### config.mk
export PLATFORM = sky130hd
export DESIGN_NAME = seq_square_root
export DESIGN_NICKNAME = d
export VERILOG_FILES = /design/src/rtl/seq_square_root_pkg.sv /design/src/rtl/seq_square_root_step.sv /design/src/rtl/seq_square_root.sv
export SDC_FILE = /design/constraint.sdc
export NUM_CORES = 1
export LEC_CHECK = 0
export ABC_AREA = 1
export BUFFER_PORTS_ARGS = -buffer_cell sky130_fd_sc_hd__clkbuf_2
export CAP_MARGIN = 0
export CORE_ASPECT_RATIO = 1.25
export CORE_MARGIN = 4
export CORE_UTILIZATION = 55
export DETAILED_ROUTE_END_ITERATION = 8
export PLACE_DENSITY = 0.71
export REMOVE_ABC_BUFFERS = 1
export SYNTH_ARGS = -nofsm -noshare
export SYNTH_HDL_FRONTEND = slang
export SYNTH_HIERARCHICAL = 1
export SYNTH_SLANG_ARGS = --single-unit
### constraint.sdc
create_clock -name clk -period 2.9 [get_ports clk]
set_input_delay 0.435 -clock clk [delete_from_list [all_inputs] [get_ports clk]]
set_output_delay 0.435 -clock clk [all_outputs]
set_load 0.02 [all_outputs]
### src/rtl/seq_square_root_pkg.sv
// Shared types and helpers for the sequential fixed-point square root.
// Holds the FSM state type, rounding-mode constants and result-width helper.
package sqrt_pkg;

    typedef enum logic [1:0] {
        IDLE = 2'd0,
        CALC = 2'd1,
        DONE = 2'd2
    } sqrt_state_t;

    localparam int RND_FLOOR   = 0;
    localparam int RND_NEAREST = 1;

    // Integer part of the root needs ceil(in_w/2) bits.
    function automatic int sqrt_out_w(input int in_w, input int frac_w);
        return (in_w + 1) / 2 + frac_w;
    endfunction

endpackage

### src/rtl/seq_square_root_step.sv
// One digit of the remainder-based square root: brings in two radicand bits
// and decides the next result bit. Purely combinational.
module sqrt_step #(
    parameter int OUT_W = 12
) (
    input  logic [OUT_W+1:0] rem,
    input  logic [OUT_W-1:0] y,
    input  logic [1:0]       bits,
    output logic [OUT_W+1:0] rem_next,
    output logic [OUT_W-1:0] y_next
);

    logic [OUT_W+1:0] rem_sh;
    logic [OUT_W+1:0] trial;
    logic             ge;

    // The dropped top bits of rem are always zero: rem never exceeds 2*y.
    assign rem_sh   = (rem << 2) | {{OUT_W{1'b0}}, bits};
    assign trial    = {y, 2'b01};
    assign ge       = (rem_sh >= trial);
    assign rem_next = ge ? (rem_sh - trial) : rem_sh;
    assign y_next   = (y << 1) | {{(OUT_W-1){1'b0}}, ge};

endmodule

### src/rtl/seq_square_root.sv
// Sequential multiplier-free square root: one result bit per clock,
// returning floor or round-to-nearest of sqrt(in) * 2^FRAC_W.
//
// state | meaning
// IDLE  | waiting for start
// CALC  | iterating, one result bit per cycle
// DONE  | single-cycle result-valid pulse; start here is accepted
module seq_square_root
    import sqrt_pkg::*;
#(
    parameter  int IN_W          = 8,
    parameter  int FRAC_W        = 8,
    parameter  int ROUND_NEAREST = RND_FLOOR,
    localparam int OUT_W         = sqrt_out_w(IN_W, FRAC_W)
) (
    input  logic             clk,
    input  logic             rst,
    input  logic             start,
    input  logic [IN_W-1:0]  in,
    output logic             busy,
    output logic             done,
    output logic [OUT_W-1:0] out,
    output logic             exact
);

    localparam int R_W   = 2 * OUT_W;
    localparam int CNT_W = (OUT_W > 1) ? $clog2(OUT_W) : 1;

    sqrt_state_t      state;
    logic [R_W-1:0]   rad;
    logic [R_W-1:0]   rad_init;
    logic [OUT_W+1:0] rem;
    logic [OUT_W+1:0] rem_next;
    logic [OUT_W-1:0] y;
    logic [OUT_W-1:0] y_next;
    logic [OUT_W-1:0] y_round;
    logic [CNT_W-1:0] cnt;

    assign rad_init = R_W'(in) << (2 * FRAC_W);

    sqrt_step #(.OUT_W(OUT_W)) u_step (
        .rem      (rem),
        .y        (y),
        .bits     (rad[R_W-1 -: 2]),
        .rem_next (rem_next),
        .y_next   (y_next)
    );

    // Round half-up when the remainder exceeds y; never wrap past all-ones.
    always_comb begin
        y_round = y_next;
        if (ROUND_NEAREST == RND_NEAREST && {2'b00, y_next} < rem_next && y_next != '1)
            y_round = y_next + 1'b1;
    end

    always_ff @(posedge clk or posedge rst) begin
        if (rst) begin
            state <= IDLE;
            rad   <= '0;
            rem   <= '0;
            y     <= '0;
            cnt   <= '0;
            out   <= '0;
            exact <= 1'b0;
        end else begin
            case (state)
                IDLE, DONE: begin
                    if (start) begin
                        state <= CALC;
                        rad   <= rad_init;
                        rem   <= '0;
                        y     <= '0;
                        cnt   <= CNT_W'(OUT_W - 1);
                    end else begin
                        state <= IDLE;
                    end
                end
                CALC: begin
                    rad <= rad << 2;
                    rem <= rem_next;
                    y   <= y_next;
                    cnt <= cnt - 1'b1;
                    if (cnt == '0) begin
                        state <= DONE;
                        out   <= y_round;
                        exact <= (rem_next == '0);
                    end
                end
                default: state <= IDLE;
            endcase
        end
    end

    assign busy = (state == CALC);
    assign done = (state == DONE);

endmodule
# Word level (Yosys, flattened, before mapping)
# Cells that the tools add are included.
dict set report word_totals {
  regBits 67
  input_bits 11
  out_inout_bits 15
}
dict set report classes {
  add_sub_neg 2
  n_lt_le_gt_ge 1
  n_eq_ne 4
  n_mux 12
  n_bitwise 2
  n_reduce_logical 7
}
# operator count
set op_table {}
lappend op_table {{12-bit one-hot mux with 2 select lines} 2}
lappend op_table {{24-bit one-hot mux with 2 select lines} 1}
lappend op_table {{12-bit two-way mux} 2}
lappend op_table {{24-bit two-way mux} 1}
lappend op_table {{14-bit greater-or-equal comparator} 1}
lappend op_table {{14-bit logical NOT} 1}
lappend op_table {{14-bit two-way mux} 1}
lappend op_table {{14-bit by 2-bit OR with 14-bit output} 1}
lappend op_table {{14-bit subtractor} 1}
lappend op_table {{12-bit by 1-bit OR with 12-bit output} 1}
lappend op_table {{4-bit one-hot mux with 2 select lines} 1}
lappend op_table {{4-bit logical NOT} 1}
lappend op_table {{4-bit two-way mux} 1}
lappend op_table {{2-bit one-hot mux with 2 select lines} 1}
lappend op_table {{2-bit AND reduction} 2}
lappend op_table {{4-bit by 1-bit subtractor with 4-bit output (second input constant)} 1}
lappend op_table {{2-bit by 1-bit == test with 1-bit output (second input constant)} 1}
lappend op_table {{2-bit == test (second input constant)} 1}
lappend op_table {{2-bit logical NOT} 1}
lappend op_table {{2-bit two-way mux} 1}
lappend op_table {{2-bit by 1-bit != test with 1-bit output (second input constant)} 1}
lappend op_table {{2-bit != test (second input constant)} 1}
lappend op_table {{2-bit nonzero test} 1}
lappend op_table {{2-bit OR reduction} 1}
lappend op_table {{1-bit two-way mux} 1}

# Depth between registers and ports, before layout
dict set report depth {
  word_depth 4
  depth_mapped 17
}

# Hierarchy
# Netlist, hierarchy kept.
# mod n_inst cells_per_inst area_each_um2 seq_area_each_um2
set modules_own_cells {}
lappend modules_own_cells {seq_square_root 1 243 2243.4 1326.3}
lappend modules_own_cells {sqrt_step 1 237 1326.3 0.0}

# Worst setup path before layout
# No wires, ideal clock.
dict set report synth_path {
  path_type {reg-to-reg}
  startpoint {register y[10]}
  endpoint {register exact}
  setup_ns 0.065
  t_arrival_ns 1.960
  required_time_ns 2.835
  setup_slack_ns 0.875
  stages_incl_launch_ff 17
  path_cell_list {dfrtp_1 > inv_1 > ha_1 > nand2_2 > inv_2 > nand2_1 > nand2_1 > a21oi_4 > nand3_4 > buf_8 > nand2_1 > o21ai_2 > nor2_1 > nand2_1 > nor2_1 > nand3_1 > nand2_1}
}
dict set report synth_between {
  elab_chain_len 3
}
# element line_no
set synth_lines {}
lappend synth_lines {{start: declaration} seq_square_root.sv:34} ;# logic [OUT_W-1:0] y;
lappend synth_lines {{start signal: assignment} seq_square_root.sv:81} ;# y <= y_next;
lappend synth_lines {{14-bit greater-or-equal comparator} seq_square_root_step.sv:20} ;# assign ge = (rem_sh >= trial);
lappend synth_lines {{14-bit two-way mux} seq_square_root_step.sv:21} ;# assign rem_next = ge ? (rem_sh - trial) : rem_sh;
lappend synth_lines {{net rem_next[2]} seq_square_root.sv:33} ;# logic [OUT_W+1:0] rem_next;
lappend synth_lines {{14-bit logical NOT} seq_square_root.sv:86} ;# exact <= (rem_next == '0);
lappend synth_lines {{end signal: assignment} seq_square_root.sv:86}
lappend synth_lines {{end: declaration} seq_square_root.sv:23} ;# output logic exact
# The timed path passes the listed nets, and every way through them passes these cells.
# A chain may end at the register's enable or synchronous reset.

# Final worst setup path
dict set report layout_path {
  startpoint {register y[7]}
  endpoint {register exact}
}
# The elaborated chain is that of the path after synthesis.

==> reports/metrics.cfg <==
[routing]
num_vias = 2767
wirelength_um = 7280
final_antenna_net_count = 0
drtIter0Drc = 154
viasPerCell = 4.85
drc_errors = 0
wl_per_cell_um = 12.8
drtPass1Iterations = 4

[sta]
skew_ps = 10.6
period_share_pct = 84.3
max_slew_margin_pct = 48.8
fmax_mhz = 409
timing.hold.ws_ps = 233
drv_slew = 0
tns_ps = 0
setup_ws_ps = 454
setup_violations = 0
fin_crit_ps = 2450
rsz0062_at_grt = no
hold_violations = 0
worst_pin_slew_ps = 766

[logic_synthesis]
netlist_area_sq_mm = 0.00350
syn_avg_cell_area_sq_um = 7.41
synth_cells = 472
yosys_warnings = 6

[clocking]
clockBufferDepth = 2
ctsResizeCount = 0
cts_tree = done
ctsHoldBuffers = 0
clkLatencyLatePin_ps = 300
cts_made_buffers = 5
clkSlewWorstSetupHoldPaths_ps = 90
root_buffer = clkbuf_8
cts_setup_buffers = 0
htree_levels = 2
cts.sinks = 51

[global_routing]
antenna_found_initial = 0
grt_use_met1_pct = 28.7
grt_use_met3_pct = 2.23
grt_pass1_vias = 2689
top_usage_layer = met2
grt-ovfl-total = 0
grt_util_met2_pct = 32.9
track_usage_pct = 20.3
grt_pass1_wl_um = 12600
grt_max_degree = 38

[cells_and_area]
antenna_cells = 0
fin_cells = 570
finalNetCount = 511
synthToLayoutAreaGrowth_pct = 4.33
drive_gt1_share_pct = 17.3

[place]
hpwl_um = 5750
dp.cells = 562
dp_slack_ps = 523
io_buffers = 25
gp_congestion = 0.913

[die]
coreArea_sq_mm = 0.00617
fp.dieArea_sq_mm = 0.00771
ios = 26
start_util_pct = 56.7
die_w_um = 79.3
die_y_um = 97.2
rows = 32

[hold_path]
hold_path_class = in2async

[worst_setup_path]
crit_required_ps = 3140
reg2reg_to = exact
critical_path.max_fanout = 22
r2r_slack_ps = 450
critPathKind = reg2reg
reg2reg_depth = 15
arrival_ps = 2680
cp-start-kind = register
r2r-start = y[7]
cp-end-kind = register

[run]
drv_cap = 0

[run_status]
status = completed

## state kept, by name (all words and copies together) (netlist names)
| name | flops |
|---|---|
| cnt | 4 |
| out | 12 |
| y | 12 |
| rem | 12 |
| rad | 8 |
| exact | 1 |
| state | 2 |
## routing by layer
| layer | share of wire (%) | up-vias |
|---|---|---|
| li1 | - | 1468 |
| met1 | 48 | 1259 |
| met2 | 48 | 32 |
| met3 | 3.0 | 8 |
| met4 | 1.2 | 0 |
| met5 | 0 | - |
## stage by stage
| stage | area (sq um) | util, % |
|---|---|---|
| floorplan | 3290 | - |
| global placement | 3540 | 57.5 |
| detailed placement | 3540 | 57.5 |
| CTS | 3650 | 59.2 |
| global route | 3650 | 59.2 |
| finish | 3650 | 59.2 |
## worst max path at each step
stage / start / to / depth (start not counted)
2_1_floorplan: y[10] / exact / 15
3_3_place_gp: y[6] / exact / 15
3_5_place_dp: y[7] / exact / 15
4_1_cts: y[7] / exact / 15
5_1_grt: y[7] / exact / 15
6_report: y[7] / exact / 15
## layout by cell type (no fill, tap or decap), drive strengths merged
cell,count
dfrtp,51
buf,3
o21ai,37
ha,16
nand2,176
inv,83
and2,3
clkinvlp,1
xnor2,1
nand4,13
a31oi,1
a21oi,9
xor2,5
clkbuf,32
nor2,25
nand3,28
clkinv,1
## critical path, cell delays in order, from the launching register on
cell and delay (ps):
dfrtp_1 380, inv_1 60, ha_1 390, nand2_2 150, inv_1 50, nand2_1 70, nand2_2 80, a21oi_4 240
nand3_4 300, nand2_1 160, o21ai_2 80, nor2_1 120, nand2_1 60, nor2_1 110, nand3_1 70, nand2_1 70
## cell type report
type,instances,area (sq um)
Sequential cell,51,1280
Clock inverter,1,7.51
Clock buffer,7,96.3
Timing Repair Buffer,28,148
Inverter,84,318
Tap cell,85,106
Multi-Input combinational cell,314,1700
Fill cell,599,2520
Power is not shown: default switching activity piles up to over one toggle a cycle in this logic, so the estimate is an artifact.
